File: config.mk
export PLATFORM = sky130hd
export DESIGN_NAME = slave_xfer_ctrl
export DESIGN_NICKNAME = d
export VERILOG_FILES = /design/src/rtl/slave_xfer_ctrl_pkg.sv /design/src/rtl/slave_xfer_ctrl_timer.sv /design/src/rtl/slave_xfer_ctrl.sv
export SDC_FILE = /design/constraint.sdc
export NUM_CORES = 1
export LEC_CHECK = 0
export ABC_AREA = 1
export BUFFER_PORTS_ARGS = -buffer_cell sky130_fd_sc_hd__buf_2
export CORE_MARGIN = 1
export CORE_UTILIZATION = 40
export CTS_CLUSTER_SIZE = 10
export DETAILED_ROUTE_END_ITERATION = 10
export HOLD_SLACK_MARGIN = 0.02
export PLACE_DENSITY = 0.74
export SYNTH_ARGS = -nofsm -noshare
export SYNTH_HDL_FRONTEND = slang
export SYNTH_HIERARCHICAL = 1
export SYNTH_SLANG_ARGS = --single-unit
File: constraint.sdc
create_clock -name clk -period 1.8 [get_ports clk]
set_input_delay 0.27 -clock clk [delete_from_list [all_inputs] [get_ports clk]]
set_output_delay 0.27 -clock clk [all_outputs]
set_load 0.005 [all_outputs]
File: src/rtl/slave_xfer_ctrl_pkg.sv
// Shared types and helpers for the slave transfer controller family.
package slave_xfer_pkg;

  typedef enum logic [1:0] {
    IDLE   = 2'd0,
    SETUP  = 2'd1,
    ACCESS = 2'd2,
    RESP   = 2'd3
  } xfer_state_e;

  // Widest select vector is_onehot() accepts; narrower selects are zero-extended.
  localparam int MAX_SLAVES = 32;

  localparam logic XFER_OK  = 1'b0;
  localparam logic XFER_ERR = 1'b1;

  function automatic logic is_onehot(input logic [MAX_SLAVES-1:0] v);
    return (v != '0) && ((v & (v - {{(MAX_SLAVES-1){1'b0}}, 1'b1})) == '0);
  endfunction

endpackage

File: src/rtl/slave_xfer_ctrl_timer.sv
// Saturating cycle counter with synchronous clear; hit flags TIMEOUT reached.
module xfer_timer #(
  parameter int TIMEOUT = 16
) (
  input  logic clk,
  input  logic rst,
  input  logic clr,
  input  logic en,
  output logic hit
);

  localparam int CNT_W = $clog2(TIMEOUT + 1);
  localparam logic [CNT_W-1:0] CNT_MAX = CNT_W'(TIMEOUT);

  logic [CNT_W-1:0] count;

  always_ff @(posedge clk) begin
    if (rst) begin
      count <= '0;
    end else if (clr) begin
      count <= '0;
    end else if (en && (count != CNT_MAX)) begin
      count <= count + 1'b1;
    end
  end

  assign hit = (count == CNT_MAX);

endmodule

File: src/rtl/slave_xfer_ctrl.sv
// Master-to-slave transfer sequencer: IDLE -> SETUP -> ACCESS -> RESP with
// invalid-select and timeout error completion.
module slave_xfer_ctrl
  import slave_xfer_pkg::*;
#(
  parameter int NO_OF_SLAVES = 2,
  parameter int DATA_W       = 8,
  parameter int TIMEOUT      = 16
) (
  input  logic                    clk,
  input  logic                    rst,
  input  logic                    m_valid,
  input  logic [NO_OF_SLAVES-1:0] m_sel,
  input  logic [DATA_W-1:0]       m_data,
  output logic                    m_ready,
  output logic                    m_err,
  output logic [NO_OF_SLAVES-1:0] s_sel,
  output logic [DATA_W-1:0]       s_data,
  output logic [NO_OF_SLAVES-1:0] s_valid,
  input  logic [NO_OF_SLAVES-1:0] s_ready,
  output logic                    busy
);

  xfer_state_e state_q, state_d;
  logic [NO_OF_SLAVES-1:0] sel_q;
  logic [DATA_W-1:0]       data_q;
  logic                    err_q;
  logic                    sel_valid;
  logic                    sel_ready;
  logic                    timer_hit;

  assign sel_valid = is_onehot(MAX_SLAVES'(m_sel));
  // Only the addressed slave's ready counts.
  assign sel_ready = |(s_ready & sel_q);

  xfer_timer #(.TIMEOUT(TIMEOUT)) u_timer (
    .clk (clk),
    .rst (rst),
    .clr (state_q == SETUP),
    .en  ((state_q == ACCESS) && !sel_ready),
    .hit (timer_hit)
  );

  always_ff @(posedge clk) begin
    if (rst) state_q <= IDLE;
    else     state_q <= state_d;
  end

  always_ff @(posedge clk) begin
    if (rst) begin
      sel_q  <= '0;
      data_q <= '0;
      err_q  <= XFER_OK;
    end else begin
      if ((state_q == IDLE) && m_valid) begin
        sel_q  <= m_sel;
        data_q <= m_data;
        err_q  <= sel_valid ? XFER_OK : XFER_ERR;
      end
      // Ready beats a simultaneous timeout.
      if (state_q == ACCESS) err_q <= sel_ready ? XFER_OK : XFER_ERR;
    end
  end

  always_comb begin
    state_d = state_q;
    unique case (state_q)
      IDLE:    if (m_valid) state_d = sel_valid ? SETUP : RESP;
      SETUP:   state_d = ACCESS;
      ACCESS:  if (sel_ready || timer_hit) state_d = RESP;
      RESP:    state_d = IDLE;
      default: state_d = IDLE;
    endcase
  end

  always_comb begin
    m_ready = 1'b0;
    m_err   = XFER_OK;
    s_sel   = '0;
    s_data  = '0;
    s_valid = '0;
    busy    = 1'b0;
    unique case (state_q)
      IDLE: ;
      SETUP: begin
        s_sel  = sel_q;
        s_data = data_q;
        busy   = 1'b1;
      end
      ACCESS: begin
        s_sel   = sel_q;
        s_data  = data_q;
        s_valid = sel_q;
        busy    = 1'b1;
      end
      RESP: begin
        m_ready = 1'b1;
        m_err   = err_q;
        busy    = 1'b1;
      end
      default: ;
    endcase
  end

endmodule

# Word-level counts from Yosys, hierarchy flattened
# Cells that the tools add are included.
[totals] ff_bits=18 inputBits=15 out_inout_bits=15 elab_cells=45
[classes] add_sub_neg=2 n_eq_ne=7 muxes=14 bitwise_logic=2 n_reduce_logical=15
[op_table] cell="2-bit by 32-bit AND with 32-bit output" count=1
[op_table] cell="32-bit zero test" count=1
[op_table] cell="2-bit 2-to-1 mux" count=5
[op_table] cell="8-bit 2-to-1 mux" count=1
[op_table] cell="2-bit one-hot mux with 4 select lines" count=1
[op_table] cell="1-bit 2-to-1 mux" count=7
[op_table] cell="2-bit OR reduction" count=3
[op_table] cell="5-bit by 1-bit adder with 5-bit output, second input constant" count=1
[op_table] cell="5-bit == test, second input constant" count=1
[op_table] cell="5-bit != test, second input constant" count=1
[op_table] cell="2-bit == test, second input constant" count=2
[op_table] cell="1-bit logical AND" count=4
[op_table] cell="2-bit nonzero test" count=2
[op_table] cell="3-bit OR reduction" count=1
[op_table] cell="2-bit by 1-bit subtractor with 3-bit output, second input constant" count=1
[op_table] cell="2-bit AND" count=1
[op_table] cell="2-bit by 1-bit == test with 1-bit output, second input constant" count=1
[op_table] cell="2-bit zero test" count=1
[op_table] cell="2-bit by 1-bit != test with 1-bit output, second input constant" count=1
[op_table] cell="2-bit != test, second input constant" count=1
[op_table] cell="2-bit AND reduction" count=1
[op_table] cell="1-bit zero test" count=1
[op_table] cell="1-bit logical OR" count=1

# Depth between registers and ports, before layout
[logic_depth] ltp_word=7 ltp_mapped=12

# By module
# The synthesis kept the hierarchy.
[modules_own_cells] mod="slave_xfer_ctrl" n_inst=1 cells_per_inst=110 area_each_um2=708.2 seq_area_each_um2=260.2
[modules_own_cells] mod="xfer_timer" n_inst=1 cells_per_inst=42 area_each_um2=275.3 seq_area_each_um2=100.1

# Worst setup path before layout
# No wires, ideal clock.
[synth_path] kind="register to register" from="reg state_q[0]" to="reg u_timer.count[4]" t_arrival_ps=1199 required_time_ps=1687 slack_ps=489 path_stages_with_launch=10 n_path_buf=0 synth_period_minus_slack_ps=1311 path_cell_list="dfxtp_1 > inv_1 > ha_1 > nand3_1 > inv_1 > nand3_2 > nor2_2 > nand2_1 > nand2_1 > nor2_1"
[synth_via] elab_chain_cells=3 elab_cells_between_ends=5 cone_classes="eq/ne: 2; reduce/logical: 3"
[synth_lines] item="start, declared" line="slave_xfer_ctrl.sv:24" rtl="xfer_state_e state_q, state_d;"
[synth_lines] item="start signal, assigned" line="slave_xfer_ctrl.sv:46" rtl="else state_q <= state_d;"
[synth_lines] item="2-bit == test" line="slave_xfer_ctrl.sv:40" rtl=".en ((state_q == ACCESS) && !sel_ready),"
[synth_lines] item="1-bit logical AND" line="slave_xfer_ctrl.sv:40"
[synth_lines] item="1-bit logical AND" line="slave_xfer_ctrl_timer.sv:22" rtl="end else if (en && (count != CNT_MAX)) begin"
[synth_lines] item="end signal, assigned" line="slave_xfer_ctrl_timer.sv:23" rtl="count <= count + 1'b1;"
[synth_lines] item="end, declared" line="slave_xfer_ctrl_timer.sv:15" rtl="logic [CNT_W-1:0] count;"
# Several ways; a longest one is shown, not always the timed one.
# A chain may end at the register's enable or synchronous reset.

# Worst setup path in the final report
[layout_path] from="reg state_q[1]" to="out s_sel[0]"
[layout_via] elab_chain_cells=3 elab_cells_between_ends=4 cone_classes="eq/ne: 2; mux: 1; reduce/logical: 1"
[layout_lines] item="2-bit == test / 2-bit by 1-bit == test with 1-bit output (equally long branches)" line="slave_xfer_ctrl.sv:83" rtl="unique case (state_q)"
[layout_lines] item="2-bit OR reduction (no source line) *"
[layout_lines] item="2-bit 2-to-1 mux *" line="slave_xfer_ctrl.sv:83"
[layout_lines] item="end, declared" line="slave_xfer_ctrl.sv:17" rtl="output logic [NO_OF_SLAVES-1:0] s_sel,"
# Every way passes the cells marked *; elsewhere a longest branch is shown, timed or not.

==> results.toml <==
[sta]
hold_viol = 0
setup_viol = 0
rsz0062_at_grt = "false"
maxSlewHeadroom_pct = 77.6
setup-tns-final_ns = 0
setup_slack_ns = 0.181
period_share_pct = 90.0
hold_slack_ns = 0.228
max_freq_mhz = 618
min_period_ns = 1.62
clock_skew_ns = 0.00309
drv_slew = 0
worst_pin_slew_ns = 0.335

[yosys]
netlist_area_um2 = 983
synthTopCellsByArea = "dfxtp_1 37%, nand2_1 13%, nor2_1 12%"
ys.flop_type = "dfxtp_1"
ys_types = 21
yosys.area.top_type_share_pct = 36.6
yosysSeqAreaShare_pct = 36.6
ys_ff_latch = 18
synth_edf_count = 0
async_flop_share_pct = 0
yosys.area.top_type = "dfxtp_1"
avgSynthCellArea_um2 = 6.47
synth_nets = 174
synth_warnings = 6
syn_inst = 152

[grt]
grt_max_degree = 14
grt_pass1_wl_um = 3360
antenna_found_initial = 0
grtUsageTotal_pct = 17.1
grt_overflow = 0
grt_pass1_vias = 859

[clocking]
clock_sinks = 18
htree_num_levels = 1
clock_latency_ns = 0.28
ctsLongestPathBuffers = 2
root_buffer = "clkbuf_4"
clkTransAtPathRegs_ns = 0.10
numCtsBuffers = 3
cts_tree = "yes"
post_cts_buffers = 0

[critical_path]
critical_path_class = "reg -> out"
cp_common_cell = "inv_1"
cp_slowest_cell = "dfxtp_1"
cp.arrival_ns = 1.35
critical_path_buf_inv_count = 3
critPathCaptureType = "output pin"
critPathLaunchType = "register"
path_max_fanout = 11
cpPeakStageDelay_ns = 0.37
crit_family = "flip-flops"
worstPathRequired_ns = 1.53
path_cells = "inv_1 -> ha_4 -> nand2_1 -> inv_1 -> buf_2"

[pwr]
switching_power_mw = 0.701
p_leak_nw = 0.711
ir_drop_v = 0.000733
clkPwrFrac_pct = 14.4
seqPwrFrac_pct = 34.4
combinationalPowerShare_pct = 51.3
p_int_mw = 0.994
power.share.switching_pct = 41.4
power_density_mw_per_mm2 = 1410

[drt]
drc = 0
dr_total_vias = 945
drt-vias-per-instance = 4.48
drtPass1Iterations = 4
post_drt_wl_per_cell_um = 9.33
drt_wl_total_um = 1970
ant_nets = 0
drt_iter0_drc = 9

[die]
die_y_um = 51.6
die_area_mm2 = 0.00266
row_count = 17
coreArea_mm2 = 0.00225
dieWidth_um = 51.6
start_util_pct = 43.6
top_level_ports = 30

[finish]
drive_gt1_share_pct = 21.9
final_common_cell = "nand2_1"
num-fill-cells = 240
syn2layout_area_growth_pct = 22.5
mostFrequentLayoutCells = "35 x nand2_1, 31 x nor2_1, 29 x buf_2"
finalInstanceArea_mm2 = 0.00120
stdcell_count = 211
antenna_cells = 0
fin_nets = 206

[placement]
dp_slack_ns = 0.281
dp.final_hpwl_um = 1590
post_dp_cell_area_mm2 = 0.00116
gp_congestion = 0.733
numPortBuffers = 29
dp.cells = 207

[run_status]
status = "finished, final reports clean"

[worst_hold_path]
hold_path.class = "in -> reg"

[job]
cap_violations = 0
==> synthesized netlist by cell type, types with 2 or more instances <==
cell	number
nand3_1	4
o21ai_0	10
dfxtp_1	18
nor2_1	31
a21oi_1	4
nand2_2	2
inv_1	28
buf_2	2
ha_1	7
nand2_1	35
==> routing by layer <==
| metal | track usage (%) | wire length (um) | up-vias |
|---|---|---|---|
| met4 | 6.76 | 17 | 0 |
| met2 | 31.8 | 968 | 24 |
| met3 | 3.80 | 104 | 2 |
| li1 | - | - | 513 |
| met5 | 0 | 0 | - |
| met1 | 18.4 | 877 | 406 |
==> layout make-up <==
| class | instances | area [um2] | share of cell area [%] |
|---|---|---|---|
| Timing Repair Buffer | 30 | 153 | 12.7 |
| Sequential cell | 18 | 360 | 29.9 |
| Clock buffer | 4 | 36.3 | 3.01 |
| Multi-Input combinational cell | 101 | 508 | 42.2 |
| Tap cell | 28 | 35.0 | 2.91 |
| Inverter | 30 | 113 | 9.35 |
==> cells by family after synthesis <==
| family | synth area share, % |
|---|---|
| simple gates | 31.9 |
| xor+xnor | 0.891 |
| compound gates | 8.65 |
| fa+ha+maj | 8.91 |
| buf+inv | 13.0 |
| flops | 36.6 |
==> worst reg2reg max path, cell delays in order (launching register included) <==
cell     delay (ns)
dfxtp_1        0.34
inv_1          0.16
ha_1           0.26
nand3_1        0.12
inv_1          0.19
nand3_2        0.12
nor2_2         0.11
nand2_1        0.06
nand2_1        0.05
nor2_1         0.03
==> state kept, by name (all words and copies together), names as in the netlist <==
| register | flops |
|---|---|
| u_timer/count | 5 |
| sel_q | 2 |
| err_q | 1 |
| state_q | 2 |
| data_q | 8 |
==> stage by stage <==
stage	total power, mW	utilization [%]
5_1_grt	1.88	53.4
3_5_place_dp	1.42	51.3
2_1_floorplan	1.17	-
4_1_cts	1.68	53.0
6_report	1.69	53.4
3_3_place_gp	1.38	51.3
==> timing repair <==
| item | CTS | global route |
|---|---|---|
| setup endpoints to repair | 10 | 6 |
| gates resized for setup | 1 | 1 |
| hold buffers | 0 | 0 |
==> power groups by stage <==
stage / Sequential (mW) / Combinational [mW] / Clock [mW]
3_3_place_gp: 0.589 / 0.792 / 0
2_1_floorplan: 0.576 / 0.595 / 0
6_report: 0.582 / 0.869 / 0.243
5_1_grt: 0.596 / 1.01 / 0.270
3_5_place_dp: 0.592 / 0.827 / 0
4_1_cts: 0.582 / 0.842 / 0.253
==> final timing paths <==
path	from	depth (start not counted)	to	slack [ns]
max	state_q[1]$_SDFFE_PP0P_	5	s_sel[0]	0.18
min	m_data[7]	3	data_q[7]$_SDFFE_PP0P_	0.23
max reg2reg	state_q[0]$_SDFFE_PP0P_	9	u_timer/count[4]$_SDFFE_PP0P_	0.28
min reg2reg	data_q[7]$_SDFFE_PP0P_	2	data_q[7]$_SDFFE_PP0P_	0.49
No activity file was read; power rests on OpenSTA's default activity.
